$ cat config.mk
export PLATFORM = sky130hd
export DESIGN_NAME = fir_coeff_loader
export DESIGN_NICKNAME = d
export VERILOG_FILES = /design/src/rtl/fir_coeff_loader.sv
export SDC_FILE = /design/constraint.sdc
export NUM_CORES = 1
export LEC_CHECK = 0
export CAP_MARGIN = 20
export CORE_ASPECT_RATIO = 1.4
export CORE_UTILIZATION = 35
export CTS_CLUSTER_DIAMETER = 120
export DETAILED_ROUTE_END_ITERATION = 10
export PLACE_DENSITY_LB_ADDON = 0.2
export SLEW_MARGIN = 20
export SYNTH_ARGS = -nofsm -noshare
export SYNTH_HDL_FRONTEND = slang
export SYNTH_SLANG_ARGS = --single-unit
$ cat constraint.sdc
create_clock -name iClk_12M -period 2.3 [get_ports iClk_12M]
set_input_delay 0.46 -clock iClk_12M [delete_from_list [all_inputs] [get_ports iClk_12M]]
set_output_delay 0.46 -clock iClk_12M [all_outputs]
set_load 0.01 [all_outputs]
$ cat src/rtl/fir_coeff_loader.sv
// rtl/fir_coeff_loader.sv - streams NTAP coefficients into the FIR coefficient RAM.
// Optional burst checksum accumulator is built only when COEFF_LOADER_CHECKSUM_EN is defined.
module fir_coeff_loader #(
  parameter int DWIDTH = 16,
  parameter int NTAP   = 33,
  parameter int AWIDTH = 6
) (
  input  logic                            iClk_12M,
  input  logic                            iRsn,
  input  logic                            iStart,
  input  logic                            iCoeffValid,
  input  logic signed [DWIDTH-1:0]        iCoeffData,
  output logic                            oCoeffReady,
  output logic                            oCoeffiUpdateFlag,
  output logic                            oCsnRam,
  output logic                            oWrnRam,
  output logic [AWIDTH-1:0]               oAddrRam,
  output logic signed [DWIDTH-1:0]        oWrDtRam,
  output logic                            oBusy,
  output logic                            oDone,
  output logic signed [DWIDTH+AWIDTH-1:0] oChecksum
);

  // One extra bit so the counter can reach NTAP even when NTAP == 2^AWIDTH.
  localparam int CWIDTH = AWIDTH + 1;
  localparam logic [CWIDTH-1:0] NTAP_C = CWIDTH'(NTAP);
  localparam logic [CWIDTH-1:0] LAST_C = CWIDTH'(NTAP - 1);

  typedef enum logic [2:0] {
    IDLE,
    SETUP,
    LOAD,
    DRAIN,
    TAIL
  } stateT;

  stateT             state;
  stateT             nextState;
  logic [CWIDTH-1:0] beatCnt;
  logic              handshake;

  always_comb begin
    oCoeffReady = (state == LOAD) && (beatCnt < NTAP_C);
    handshake   = iCoeffValid && oCoeffReady;
  end

  always_comb begin
    nextState = state;
    case (state)
      IDLE:    if (iStart) nextState = SETUP;
      SETUP:   nextState = LOAD;
      LOAD:    if (handshake && (beatCnt == LAST_C)) nextState = DRAIN;
      DRAIN:   nextState = TAIL;
      TAIL:    nextState = IDLE;
      default: nextState = IDLE;
    endcase
  end

  always_ff @(posedge iClk_12M) begin
    if (iRsn) begin
      state   <= IDLE;
      beatCnt <= '0;
    end else begin
      state <= nextState;
      if (state == SETUP) begin
        beatCnt <= '0;
      end else if (handshake) begin
        beatCnt <= beatCnt + CWIDTH'(1);
      end
    end
  end

  // Status outputs are registered from the next state so they line up with the state itself.
  always_ff @(posedge iClk_12M) begin
    if (iRsn) begin
      oCsnRam           <= 1'b1;
      oWrnRam           <= 1'b1;
      oAddrRam          <= '0;
      oWrDtRam          <= '0;
      oCoeffiUpdateFlag <= 1'b0;
      oBusy             <= 1'b0;
      oDone             <= 1'b0;
    end else begin
      oCsnRam           <= ~handshake;
      oWrnRam           <= ~handshake;
      oCoeffiUpdateFlag <= (nextState != IDLE);
      oBusy             <= (nextState != IDLE);
      oDone             <= (nextState == TAIL);
      if (handshake) begin
        oAddrRam <= beatCnt[AWIDTH-1:0];
        oWrDtRam <= iCoeffData;
      end
    end
  end

`ifdef COEFF_LOADER_CHECKSUM_EN
  always_ff @(posedge iClk_12M) begin
    if (iRsn) begin
      oChecksum <= '0;
    end else if (nextState == SETUP) begin
      oChecksum <= '0;
    end else if (handshake) begin
      oChecksum <= oChecksum + {{AWIDTH{iCoeffData[DWIDTH-1]}}, iCoeffData};
    end
  end
`else
  assign oChecksum = '0;
`endif

endmodule
### Yosys cells after proc, flatten, opt, wreduce, memory -nomap -nowiden

Index checks and enable logic that the tools add are counted.

| storage, ports and cells | value |
|---|---|
| logic and storage cells | 24 |
| bits of input ports | 20 |
| output and inout bits | 50 |
| bits in registers | 35 |

| cells by class | value |
|---|---|
| magnitude comparators | 1 |
| add/sub/neg operators | 1 |
| equality and inequality tests | 5 |
| bitwise logic cells | 1 |
| mux-type cells | 3 |
| reductions and logical operators | 6 |

Operators with widths:

| kind | count |
|---|---|
| 3-bit one-hot mux with 4 select lines | 1 |
| 7-bit by 1-bit adder with 7-bit output (second input constant) | 1 |
| 7-bit by 6-bit == test with 1-bit output (second input constant) | 1 |
| 7-bit by 6-bit less-than comparator with 1-bit output (second input constant) | 1 |
| 3-bit by 2-bit == test with 1-bit output (second input constant) | 2 |
| 3-bit 2-to-1 mux | 2 |
| 3-bit by 1-bit == test with 1-bit output (second input constant) | 1 |
| 3-bit == test (second input constant) | 1 |
| 1-bit logical AND | 3 |
| 3-bit zero test | 1 |
| 3-bit nonzero test | 1 |
| 2-bit OR reduction | 1 |
| 1-bit NOT | 1 |

### Logic depth before layout (Yosys ltp)

| logic depth | value |
|---|---|
| depth after elaboration | 7 |
| depth in mapped cells | 6 |
| mapped depth without buffers | 5 |

### Worst setup path before layout

No wires, ideal clock.

| timing | value |
|---|---|
| path kind | register to output |
| start point | register beatCnt[1] |
| end point | output port oCoeffReady |
| slack | 0.542 ns |
| path buffers | 3 |
| arrival time | 1.298 ns |
| cell stages (with the launch flop) | 6 |
| required time | 1.840 ns |
| path through | dfxtp_1 -> buf_4 -> o41a_1 -> buf_6 -> buf_6 -> nor2_1 |

| on the way | value |
|---|---|
| word-level cells in the longest chain between the ends | 2 |

Ends and longest elaborated chain:

| what | line | RTL |
|---|---|---|
| start, declared | 39 | `logic [CWIDTH-1:0] beatCnt;` |
| start signal, assigned | 68 | `beatCnt <= beatCnt + CWIDTH'(1);` |
| 7-bit by 6-bit less-than comparator with 1-bit output | 43 | `oCoeffReady = (state == LOAD) && (beatCnt < NTAP_C);` |
| 1-bit logical AND | 43 |  |
| end, declared | 13 | `output logic oCoeffReady,` |

No other way between the ends.

### Worst setup path after layout

| timing | value |
|---|---|
| start point | register beatCnt[2] |
| end point | output port oCoeffReady |

Same word-level chain as after synthesis.

==> out/results.txt <==
Tot GR Track Use: 16.29%
Multiplexer area fraction after synthesis: 1.618%
Seq cells post-synth: 35
H-Tree Depth: 2
Vias: 1593
Ys async rst share: 0%
Initial antenna violation count: 0
FF+latch area: 700.7 um2
Total negative slack: 0 ps
DP Worst Slack: 318.1 ps
Final nets: 261
Crit path DAT: 1760 ps
Final Cycle Share: 96.42%
Lkg Pwr: 0.8107 nW
Fin util: 45.70%
Total count of hold-check failures in the final report: 0
Slowest library cell on the worst path: clkdlybuf4s50_1
Antenna cells: 0
Drt total wl: 4.408 mm
Fin. max-slew vios: 0
Filler Cell Count: 528
Die X: 63.54 um
Largest net degree at the start of global routing: 28
Top cell type's share of synthesized area: 37.76%
Vias per inst: 5.223
Top cells by count, synth: dfxtp_1, nand4_1, buf_4, o31ai_1, a21oi_1
Num ports: 70
First-pass GRT wire length: 7.300 mm
Crit path time final: 2218 ps
Worst VDD drop: 338.4 uV
Vias in the first global route: 1523
Worst path max stage delay: 540 ps
ANT nets after route: 0
Power Density: 538.5 nW/um2
Number of enable flip-flop cells after synthesis: 0
Synth cell types: 33
CTS tree: done
GR Overflow Total: 0
Top-count cell post-synth: dfxtp_1
Synth Area in Adders: 1.349%
Drt first pass iters: 4
MaxCap Viol Count: 0
Most used DFF post-synth: dfxtp_1
Core Area: 5120 um2
Drt wl/cell: 14.45 um
Starting Density: 36.24%
Netlist Area Pre-Place: 1856 um2
CTS resizes: 0
Routability cong.: 0.7310
Area Growth Syn to Fin: 26.10%
Status: complete, no violations
Max FO, Critical Path: 8
Worst path required time: 1840 ps
Initial DRC Count: 70
Top post-synthesis cells by area: dfxtp_1, buf_4, o31ai_1, nand4_1, a21oi_1
Max Clock Freq: 450.9 MHz
Dpl hpwl: 2.790 mm
Full die area: 5601 um2
CTS Buf Count: 5
FF-to-FF setup slack: 550 ps
Final WS setup: 82.29 ps
Simple-gate area share of the yosys netlist: 20.43%
Hold Path Class: reg -> reg
Clk_skew: 6.843 ps
Hold_buf cts: 0
Share of post-route cells with drive strength above 1: 9.205%
# clock sinks: 35
IO buf count: 47
Synth Area in XOR/XNOR: 0.4720%
Multi-input logic area: 910.9 um2
Largest family of logic cells by synthesized area: simple AND/OR/NAND/NOR gates
Tot Pwr: 1.260 mW
Final Setup Violations: 0
Worst-margin pin slew: 1013 ps
Mapped Cells: 207
DRC: 0
Clock Path Buffers: 2
Crit end category: output port
Clock Tree Root: clkbuf_8
Worst-path clk slew: 60 ps
Synth Area in Compound Gates: 19.96%
Die Ht: 88.15 um
Startpoint Class: flop
Clk_lat worst skew: 290 ps
Row cnt: 31
RSZ-0062 raised after global routing: false
Leading area contributor after synthesis: dfxtp_1
CP cell instances: o41a_1, nor2_1, clkdlybuf4s50_1
Setup bufs post-CTS: 0
WS Path Type: reg -> out
Per-instance average area after synthesis: 8.964 um2
Worst slew margin: 32.47%
Seq/Total Area, Yosys: 37.76%
Yosys warnings: 0
[worst paths after layout]
kind                 end  cells past startpoint         from
max          oCoeffReady                      3   beatCnt[2]
min          oWrDtRam[3]                      2  oWrDtRam[3]
max reg2reg   beatCnt[4]                      3   beatCnt[5]
min reg2reg  oWrDtRam[3]                      2  oWrDtRam[3]
[layer usage]
metal	share of wire, %	track usage [%]	vias to the layer above
met5	0	0	-
met4	1.8	6.405	0
met3	4.6	3.776	8
met2	49	27.27	54
met1	45	20.13	747
li1	-	-	784
[kinds of logic after synthesis]
family	Yosys count
adders and majority gates	2
xor gates and xnor gates	1
buffers and inverters	54
DFF	35
and+or+nand+nor	57
AOI/OAI and AO/OA	54
other	1
muxes	3
[registers in the layout (all words and copies together), names as in the netlist]
register	count
beatCnt	7
oBusy	1
oDone	1
state	3
oWrnRam	1
oAddrRam	6
oWrDtRam	16
[per-stage QoR]
step	hold slack (ps)	instance area (um2)	cells
floorplan	481.5	1934	228
global placement	456.7	2252	298
detailed placement	464.2	2252	298
CTS	473.6	2340	305
global route	492.7	2340	305
finish	468.8	2340	305
[layout by cell type (no fill, tap or decap)]
cell             Yosys  final
a21oi_2              1      1
buf_4               25      8
nand2_1              2      2
a21oi_1             24     24
a211oi_1             1      1
nand3_1              3      3
xnor2_1              1      1
nand2b_1             1      1
nor4_1               1      1
o31ai_1             25     25
inv_1                2      2
a21o_1               1      1
mux2i_1              3      3
nor2_1               3      3
dfxtp_1             35     35
clkdlybuf4s50_1      0     47
nand4_1             27     27
nor4_2               2      2
ha_1                 2      2
nor3_1               5      5
o41ai_4              1      1
clkinv_2             0      1
clkbuf_8             0      6
nor3b_1              1      1
nor4bb_4             0      1
or4_4                1      1
or3b_1               4      4
buf_12               0      1
nand3b_1             4      4
o41a_1               1      1
and3b_1              1      1
nand4bb_1            1      1
conb_1               1     22
[area by class of cell]
type | instances | area share (%)
clock buffers | 6 | 3.529
clock inverters | 1 | 0.2139
inverters | 2 | 0.3209
multi-input cells | 139 | 38.93
flip-flops and latches | 35 | 29.95
well taps | 66 | 3.529
repair buffers | 56 | 23.53
[where the power goes]
part | internal [mW] | total, mW | switching (mW)
Sequential | 0.622 | 0.636 | 0.0141
Combinational | 0.0887 | 0.171 | 0.0821
Clock | 0.235 | 0.453 | 0.218
[critical path, delay by kind of cell, from the launching register on]
family | cells | cell delay (ps)
compound gates | 1 | 420
buf+inv | 1 | 540
flops | 1 | 400
simple gates | 1 | 110
Note: power is estimated with default switching activity, not from simulation.
